### src/rtl/text_console_writer_pkg.sv
// rtl/text_console_writer_pkg.sv - shared constants and FSM encoding for the text console writer
//
// Purpose: screen geometry defaults, terminal control codes and the writer FSM
// state type, imported by text_cursor and text_console_writer.
// Ports: none (package).

package text_console_writer_pkg;

  localparam int TEXT_COLS   = 80;
  localparam int TEXT_ROWS   = 30;
  localparam int TEXT_ADDR_W = 12;

  localparam logic [7:0] CH_BS    = 8'h08;
  localparam logic [7:0] CH_LF    = 8'h0A;
  localparam logic [7:0] CH_FF    = 8'h0C;
  localparam logic [7:0] CH_CR    = 8'h0D;
  localparam logic [7:0] CH_SPACE = 8'h20;
  localparam logic [7:0] CH_TILDE = 8'h7E;
  localparam logic [7:0] CH_SUBST = 8'h3F;

  typedef enum logic [1:0] {
    ST_CLEAR = 2'd0,
    ST_IDLE  = 2'd1,
    ST_WRITE = 2'd2
  } state_t;

endpackage

### src/rtl/text_cursor.sv
// rtl/text_cursor.sv - column/row cursor counters with linear text memory address
//
// Purpose: holds the terminal cursor and derives row*COLS+col for the writer.
// Ports:
//   clk, rst       clock, asynchronous active-high reset
//   advance        move one cell right, wrapping to the next row
//   newline        col=0, row+1 (wrapping to row 0)
//   cr             col=0
//   back           col-1 when col>0
//   home           col=0, row=0 (highest priority)
//   col, row       current cursor position
//   addr           linear address of the current cursor cell

module text_cursor
  import text_console_writer_pkg::*;
#(
  parameter int COLS   = TEXT_COLS,
  parameter int ROWS   = TEXT_ROWS,
  parameter int ADDR_W = TEXT_ADDR_W
) (
  input  logic              clk,
  input  logic              rst,
  input  logic              advance,
  input  logic              newline,
  input  logic              cr,
  input  logic              back,
  input  logic              home,
  output logic [6:0]        col,
  output logic [4:0]        row,
  output logic [ADDR_W-1:0] addr
);

  localparam logic [6:0] LAST_COL = 7'(COLS - 1);
  localparam logic [4:0] LAST_ROW = 5'(ROWS - 1);

  logic [4:0]        row_inc;
  logic [ADDR_W-1:0] row_wide;
  logic [ADDR_W-1:0] row_base;

  // No scrolling: stepping past the bottom row lands back on row 0.
  assign row_inc  = (row == LAST_ROW) ? 5'd0 : row + 5'd1;
  assign row_wide = ADDR_W'(row);

  generate
    if (COLS == 80) begin : g_base_80
      // row*80 as two shifts and an add instead of a multiplier.
      assign row_base = (row_wide << 6) + (row_wide << 4);
    end else begin : g_base_mul
      assign row_base = row_wide * ADDR_W'(COLS);
    end
  endgenerate

  assign addr = row_base + ADDR_W'(col);

  always_ff @(posedge clk or posedge rst) begin
    if (rst) begin
      col <= 7'd0;
      row <= 5'd0;
    end else if (home) begin
      col <= 7'd0;
      row <= 5'd0;
    end else if (newline) begin
      col <= 7'd0;
      row <= row_inc;
    end else if (cr) begin
      col <= 7'd0;
    end else if (advance) begin
      if (col == LAST_COL) begin
        col <= 7'd0;
        row <= row_inc;
      end else begin
        col <= col + 7'd1;
      end
    end else if (back && (col != 7'd0)) begin
      col <= col - 7'd1;
    end
  end

endmodule

### src/rtl/text_console_writer.sv
// rtl/text_console_writer.sv - terminal-style byte interpreter driving text memory port A
//
// Purpose: accepts bytes over a valid/ready handshake, writes printable glyphs
// at the cursor, handles CR/LF/BS/FF and sweeps the whole screen on clear.
// Ports:
//   clk, rst              clock, asynchronous active-high reset
//   char_in, char_valid   input byte and its valid
//   char_ready            byte accepted when char_valid & char_ready
//   clear_req             full-screen clear request (level, sampled in IDLE)
//   wea, addra, dina      text memory port A write strobe/address/data
//   cursor_col/row        current cursor position
//   busy                  high while a clear sweep runs

module text_console_writer
  import text_console_writer_pkg::*;
#(
  parameter int         COLS       = TEXT_COLS,
  parameter int         ROWS       = TEXT_ROWS,
  parameter int         ADDR_W     = TEXT_ADDR_W,
  parameter logic [7:0] CLEAR_CHAR = CH_SPACE
) (
  input  logic              clk,
  input  logic              rst,
  input  logic [7:0]        char_in,
  input  logic              char_valid,
  output logic              char_ready,
  input  logic              clear_req,
  output logic              wea,
  output logic [ADDR_W-1:0] addra,
  output logic [7:0]        dina,
  output logic [6:0]        cursor_col,
  output logic [4:0]        cursor_row,
  output logic              busy
);

  localparam logic [ADDR_W-1:0] LAST_ADDR = ADDR_W'(COLS * ROWS - 1);

  state_t            state;
  state_t            state_next;
  logic              wea_next;
  logic [ADDR_W-1:0] addra_next;
  logic [7:0]        dina_next;
  logic              ff_pend;
  logic              ff_pend_next;

  logic              cur_advance;
  logic              cur_newline;
  logic              cur_cr;
  logic              cur_back;
  logic              cur_home;
  logic [ADDR_W-1:0] cur_addr;

  logic              is_print;
  logic              is_high;

  assign char_ready = (state == ST_IDLE) && !clear_req;
  assign busy       = (state == ST_CLEAR);

  assign is_print = (char_in >= CH_SPACE) && (char_in <= CH_TILDE);
  assign is_high  = (char_in > CH_TILDE);

  text_cursor #(
    .COLS   (COLS),
    .ROWS   (ROWS),
    .ADDR_W (ADDR_W)
  ) u_cursor (
    .clk     (clk),
    .rst     (rst),
    .advance (cur_advance),
    .newline (cur_newline),
    .cr      (cur_cr),
    .back    (cur_back),
    .home    (cur_home),
    .col     (cursor_col),
    .row     (cursor_row),
    .addr    (cur_addr)
  );

  always_comb begin
    state_next   = state;
    wea_next     = 1'b0;
    addra_next   = addra;
    dina_next    = dina;
    ff_pend_next = 1'b0;
    cur_advance  = 1'b0;
    cur_newline  = 1'b0;
    cur_cr       = 1'b0;
    cur_back     = 1'b0;
    cur_home     = 1'b0;

    case (state)
      ST_CLEAR: begin
        if (!wea) begin
          // Only reachable right after reset: every other entry into CLEAR
          // already presents address 0 with wea high.
          wea_next   = 1'b1;
          addra_next = '0;
          dina_next  = CLEAR_CHAR;
        end else if (addra == LAST_ADDR) begin
          state_next = ST_IDLE;
          cur_home   = 1'b1;
        end else begin
          wea_next   = 1'b1;
          addra_next = addra + ADDR_W'(1);
        end
      end

      ST_IDLE: begin
        if (clear_req) begin
          state_next = ST_CLEAR;
          wea_next   = 1'b1;
          addra_next = '0;
          dina_next  = CLEAR_CHAR;
        end else if (char_valid) begin
          state_next = ST_WRITE;
          if (is_print || is_high) begin
            wea_next    = 1'b1;
            addra_next  = cur_addr;
            dina_next   = is_print ? char_in : CH_SUBST;
            cur_advance = 1'b1;
          end else begin
            case (char_in)
              CH_LF: cur_newline = 1'b1;
              CH_CR: cur_cr      = 1'b1;
              CH_BS: begin
                if (cursor_col != 7'd0) begin
                  cur_back   = 1'b1;
                  wea_next   = 1'b1;
                  addra_next = cur_addr - ADDR_W'(1);
                  dina_next  = CLEAR_CHAR;
                end
              end
              CH_FF:   ff_pend_next = 1'b1;
              default: ;
            endcase
          end
        end
      end

      ST_WRITE: begin
        if (ff_pend) begin
          state_next = ST_CLEAR;
          wea_next   = 1'b1;
          addra_next = '0;
          dina_next  = CLEAR_CHAR;
        end else begin
          state_next = ST_IDLE;
        end
      end

      default: state_next = ST_CLEAR;
    endcase
  end

  always_ff @(posedge clk or posedge rst) begin
    if (rst) begin
      state <= ST_CLEAR;
    end else begin
      state <= state_next;
    end
  end

  always_ff @(posedge clk or posedge rst) begin
    if (rst) begin
      wea     <= 1'b0;
      addra   <= '0;
      dina    <= 8'h00;
      ff_pend <= 1'b0;
    end else begin
      wea     <= wea_next;
      addra   <= addra_next;
      dina    <= dina_next;
      ff_pend <= ff_pend_next;
    end
  end

endmodule
### config.mk
export PLATFORM = sky130hd
export DESIGN_NAME = text_console_writer
export DESIGN_NICKNAME = d
export VERILOG_FILES = /design/src/rtl/text_console_writer_pkg.sv /design/src/rtl/text_cursor.sv /design/src/rtl/text_console_writer.sv
export SDC_FILE = /design/constraint.sdc
export NUM_CORES = 1
export LEC_CHECK = 0
export CORE_MARGIN = 4
export CORE_UTILIZATION = 50
export CTS_BUF_LIST = sky130_fd_sc_hd__clkbuf_8 sky130_fd_sc_hd__clkbuf_16
export CTS_CLUSTER_SIZE = 24
export DETAILED_ROUTE_END_ITERATION = 10
export PLACE_DENSITY = 0.76
export SLEW_MARGIN = 5
export SYNTH_ARGS = -nofsm -noshare
export SYNTH_HDL_FRONTEND = slang
export SYNTH_SLANG_ARGS = --single-unit
export TNS_END_PERCENT = 5
### constraint.sdc
create_clock -name clk -period 7.3 [get_ports clk]
set_clock_uncertainty 0.05 [all_clocks]
set_input_delay 0.73 -clock clk [delete_from_list [all_inputs] [get_ports clk]]
set_output_delay 0.73 -clock clk [all_outputs]
set_load 0.01 [all_outputs]
==> tab_implementation.tex <==
\begin{tabular}{lr}
\hline
Metric & Value \\
\hline
\multicolumn{2}{l}{\textbf{Run status}} \\
Status & finished clean \\
\multicolumn{2}{l}{\textbf{Global routing}} \\
Maximum number of pins on one net before global-route repair & 37 \\
Wire length of the first global-routing pass & about 12 mm \\
Via count of the first global-routing pass & about 2500 \\
GRT Util Overall & 0.208 \\
Initial antenna violation count & 0 \\
Total congestion overflow & 0 \\
\multicolumn{2}{l}{\textbf{Setup path}} \\
Flop2flop setup slack & $\sim$4300 ps \\
Startpoint type of the worst setup path & flop \\
Critical register-to-register path endpoint & addra[10] \\
Worst-case reg-to-reg path depth & 9 \\
Largest driver fanout on the critical path & 6 \\
Required time at the worst-slack endpoint & between 7000 and 8000 ps \\
Launch instance of the worst register-to-register path & u\_cursor.row[0] \\
Setup Crit Path Kind & reg2reg \\
Capturing element type of the critical path & flop \\
Critical Path AT & approximately 3200 ps \\
\multicolumn{2}{l}{\textbf{STA}} \\
Final WS setup & approximately 4300 ps \\
Hold Slack & roughly 440 ps \\
Setup repair after global routing missed its margin & no \\
Post-Route Setup TNS & 0 ps \\
Final Slew Violations & 0 \\
Least-Margin Pin Slew & between 700 and 800 ps \\
Final Hold Fails & 0 \\
Highest clock rate & 329 MHz \\
Final period utilization & 0.416 \\
Time the worst path needs with I/O delays and setup & 3040 ps \\
Relative slew margins & 0.504 \\
Final setup vio count & 0 \\
\multicolumn{2}{l}{\textbf{Clocking}} \\
Post-cts hold buffer count & 0 \\
Clock root buffer & sky130\_fd\_sc\_hd\_\_clkbuf\_8 \\
Number of buffers on the longest clock path & 2 \\
Htree depth & 2 \\
CTS tree & yes \\
Clock-pin transition on the worst setup and hold timing paths & roughly 70 ps \\
CTS-repair resized insts & 0 \\
Post-CTS repair timing setup buffer count & 0 \\
Clock buffers created by TritonCTS & 5 \\
Skew-Pair Late Insertion Delay & 290 ps \\
Clock Sink Count & 36 \\
\multicolumn{2}{l}{\textbf{Logic synthesis}} \\
Count of cell types in the netlist & 56 \\
Flip-flop and latch count after synthesis & 36 \\
Average instance area after synthesis & 8.14 µm² \\
Async set-reset flop share out of synthesis & 1.00 \\
Mapped cell area & around 0.0028 mm² \\
Post-Syn Nets & around 380 \\
Sequential cell area fraction in the yosys report & 0.320 \\
Flip-flop cell with the highest count after synthesis & sky130\_fd\_sc\_hd\_\_dfrtp\_1 \\
Number of cells produced by synthesis & roughly 350 \\
Number of enable flip-flop cells after synthesis & 0 \\
Count of warnings emitted by yosys & 0 \\
\multicolumn{2}{l}{\textbf{Detailed routing}} \\
Routed WL & 6.88 mm \\
Count of nets left with antenna violations after detail routing & 0 \\
Vias post-DR & between 2000 and 3000 \\
Iteration-0 DRC Markers & 216 \\
Via-to-Cell Ratio & around 5.8 \\
First-pass DRT Iterations & 5 \\
Detailed-route DRC error count & 0 \\
Avg WL per Cell & between 10 and 15 µm \\
\multicolumn{2}{l}{\textbf{Die}} \\
Vertical die dimension & $\sim$83 µm \\
Number of primary I/O pins & 47 \\
Full die area & just under 0.007 mm² \\
Initial core utilization & 0.515 \\
Number of cell rows & 27 \\
Area of the core & 0.00547 mm² \\
DIE WIDTH & approximately 83 µm \\
\multicolumn{2}{l}{\textbf{Pwr}} \\
Power density cells & 104 mW/mm² \\
Worst VDD drop & between 0.06 and 0.07 mV \\
Static leakage & $\sim$1.5 nW \\
Internal power component & around 0.27 mW \\
Reg power frac & 0.565 \\
Switching component of the power & 0.0808 mW \\
Clk pwr share & 0.376 \\
Switching share of total power & 0.229 \\
Portion of total power attributed to combinational logic & 0.058 \\
Post-layout total power & between 0.3 and 0.4 mW \\
\multicolumn{2}{l}{\textbf{Placement}} \\
Cells after DPL & 453 \\
RePlAce Congestion & around 0.9 \\
Detailed Place HPWL & approximately 5.3 mm \\
Post-placement worst setup slack & 4090 ps \\
Count of input and output buffers & 46 \\
\multicolumn{2}{l}{\textbf{Worst hold path}} \\
Path category of the worst min-delay check & reg2reg \\
Worst Hold Path Cells & 2 \\
Endpoint of the worst hold path & dina[1] \\
Origin of the worst min-delay path & dina[1] \\
\multicolumn{2}{l}{\textbf{Finish}} \\
N\_diodes & 0 \\
Total of fill cells in the finished design & 503 \\
Growth of design area from synthesis to finish & 20.7\% \\
Share of cells above drive strength 1 & 0.0412 \\
Sequential Area & 901 µm² \\
Combined area of the multi-input logic cells & 0.00179 mm² \\
Post-layout net count & approximately 420 \\
Post-Layout Cell Count & 460 \\
\multicolumn{2}{l}{\textbf{Job}} \\
Max-Cap Viols & 0 \\
\hline
\end{tabular}
==> power groups by stage <==
stage	combinational (mW)	clock [mW]	sequential (mW)
after floorplan	0.00955	0	0.203
after global placement	0.0203	0	0.203
after detailed placement	0.0207	0	0.203
after CTS	0.0208	0.136	0.199
after global routing	0.0232	0.145	0.199
final	0.0206	0.133	0.199
==> layout make-up <==
cell class,instances,share of cell area
timing repair buffer,48,0.140
clock inverter,2,0.00258
inverter,17,0.0188
sequential,36,0.265
multi-input combinational,280,0.527
tap,72,0.0265
clock buffer,5,0.0202
==> critical path, cell delays in order (launching register included) <==
cell and delay, ps:
sky130_fd_sc_hd__dfrtp_1 450, sky130_fd_sc_hd__inv_1 120, sky130_fd_sc_hd__fa_1 530, sky130_fd_sc_hd__fa_1 590
sky130_fd_sc_hd__nor3b_1 280, sky130_fd_sc_hd__nand2_1 140, sky130_fd_sc_hd__nor2_1 170, sky130_fd_sc_hd__o211ai_1 130
sky130_fd_sc_hd__xnor3_1 210, sky130_fd_sc_hd__o311ai_1 270
==> per-stage QoR <==
| stage | instance area [µm²] | util |
|---|---|---|
| final | 3400 | 0.621 |
| after global routing | 3400 | 0.621 |
| after CTS | 3400 | 0.621 |
| after detailed placement | 3320 | 0.607 |
| after global placement | 3320 | 0.607 |
| after floorplan | 2820 | - |
==> flip-flops by register name, summed over array words and instances (netlist names) <==
signal        cells
state             2
wea               1
addra            12
ff_pend           1
dina              8
u_cursor.row      5
u_cursor.col      7
==> worst max-delay path by stage <==
stage	from	to	slack, ps
6_report	u_cursor.row[0]	addra[10]	4260
5_1_grt	u_cursor.row[0]	addra[9]	4000
4_1_cts	u_cursor.row[0]	addra[10]	4250
3_5_place_dp	char_in[2]	addra[10]	4090
3_3_place_gp	char_in[2]	addra[10]	4180
2_1_floorplan	u_cursor.row[0]	addra[9]	4470
==> kinds of logic (layout without fill, tap and decap cells) <==
| family | after synthesis | in the layout | share of synthesized area |
|---|---|---|---|
| muxes | 2 | 2 | 0.00711 |
| buffers and inverters | 30 | 72 | 0.0440 |
| DFF | 36 | 36 | 0.320 |
| xor gates and xnor gates | 12 | 12 | 0.0422 |
| AOI/OAI and AO/OA | 101 | 101 | 0.227 |
| and+or+nand+nor | 144 | 144 | 0.262 |
| adders and majority gates | 21 | 21 | 0.0986 |
==> cell usage in the layout, fill, tap and decap left out, drive strengths merged, types with 3 or more instances in the layout <==
master / synthesis / routed
a31oi: 6 / 6
nor3: 6 / 6
a211oi: 4 / 4
o211ai: 3 / 3
dfrtp: 36 / 36
clkdlybuf4s50: 0 / 46
or3: 6 / 6
nand2b: 3 / 3
nor2b: 5 / 5
xor2: 4 / 4
and3: 7 / 7
and2: 5 / 5
o21a: 4 / 4
nand2: 39 / 39
o21ai: 41 / 41
clkbuf: 6 / 5
ha: 19 / 19
nor4: 3 / 3
inv: 17 / 18
a22oi: 3 / 3
a21o: 4 / 4
nor3b: 3 / 3
nand4: 7 / 7
a21oi: 17 / 17
nand3: 16 / 16
o31ai: 3 / 3
and4: 3 / 3
nor2: 32 / 32
xnor2: 7 / 7
==> cells in the mapped netlist (2+ instances only) <==
cell type	count	area, µm²
sky130_fd_sc_hd__xor2_1	4	35.0
sky130_fd_sc_hd__inv_1	17	63.8
sky130_fd_sc_hd__nand2_2	2	12.5
sky130_fd_sc_hd__or3_1	6	37.5
sky130_fd_sc_hd__a211oi_1	3	22.5
sky130_fd_sc_hd__a31oi_1	6	37.5
sky130_fd_sc_hd__o211ai_1	3	22.5
sky130_fd_sc_hd__a21o_1	4	30.0
sky130_fd_sc_hd__nand3b_1	2	15.0
sky130_fd_sc_hd__a22oi_1	3	22.5
sky130_fd_sc_hd__xnor2_1	7	61.3
sky130_fd_sc_hd__o21ai_0	39	195
sky130_fd_sc_hd__and4bb_2	2	25.0
sky130_fd_sc_hd__ha_1	19	238
sky130_fd_sc_hd__and3_1	7	43.8
sky130_fd_sc_hd__nor2_1	32	120
sky130_fd_sc_hd__nand2b_1	3	18.8
sky130_fd_sc_hd__o21a_1	4	30.0
sky130_fd_sc_hd__mux2i_1	2	20.0
sky130_fd_sc_hd__nor2b_1	5	31.3
sky130_fd_sc_hd__fa_1	2	40.0
sky130_fd_sc_hd__buf_2	6	30.0
sky130_fd_sc_hd__nor3_1	6	30.0
sky130_fd_sc_hd__o2111ai_1	2	17.5
sky130_fd_sc_hd__and3b_1	2	17.5
sky130_fd_sc_hd__and4_1	3	26.3
sky130_fd_sc_hd__a21oi_1	17	85.1
sky130_fd_sc_hd__nand3_1	16	80.1
sky130_fd_sc_hd__a2bb2oi_1	2	17.5
sky130_fd_sc_hd__nand4_1	7	43.8
sky130_fd_sc_hd__nor4_1	3	18.8
sky130_fd_sc_hd__dfrtp_1	36	901
sky130_fd_sc_hd__and2_1	5	31.3
sky130_fd_sc_hd__nor3b_1	3	22.5
sky130_fd_sc_hd__o21ai_1	2	10.0
sky130_fd_sc_hd__nand2_1	37	139
sky130_fd_sc_hd__clkbuf_1	6	22.5
sky130_fd_sc_hd__o31ai_1	3	22.5
==> metal layers <==
layer	up-vias	part of all wire	GRT usage
met4	0	0.017	0.0639
li1	1345	-	-
met1	1259	0.47	0.276
met2	44	0.48	0.343
met3	11	0.036	0.0387
met5	-	0	0
(Power assumes the default switching activity.)
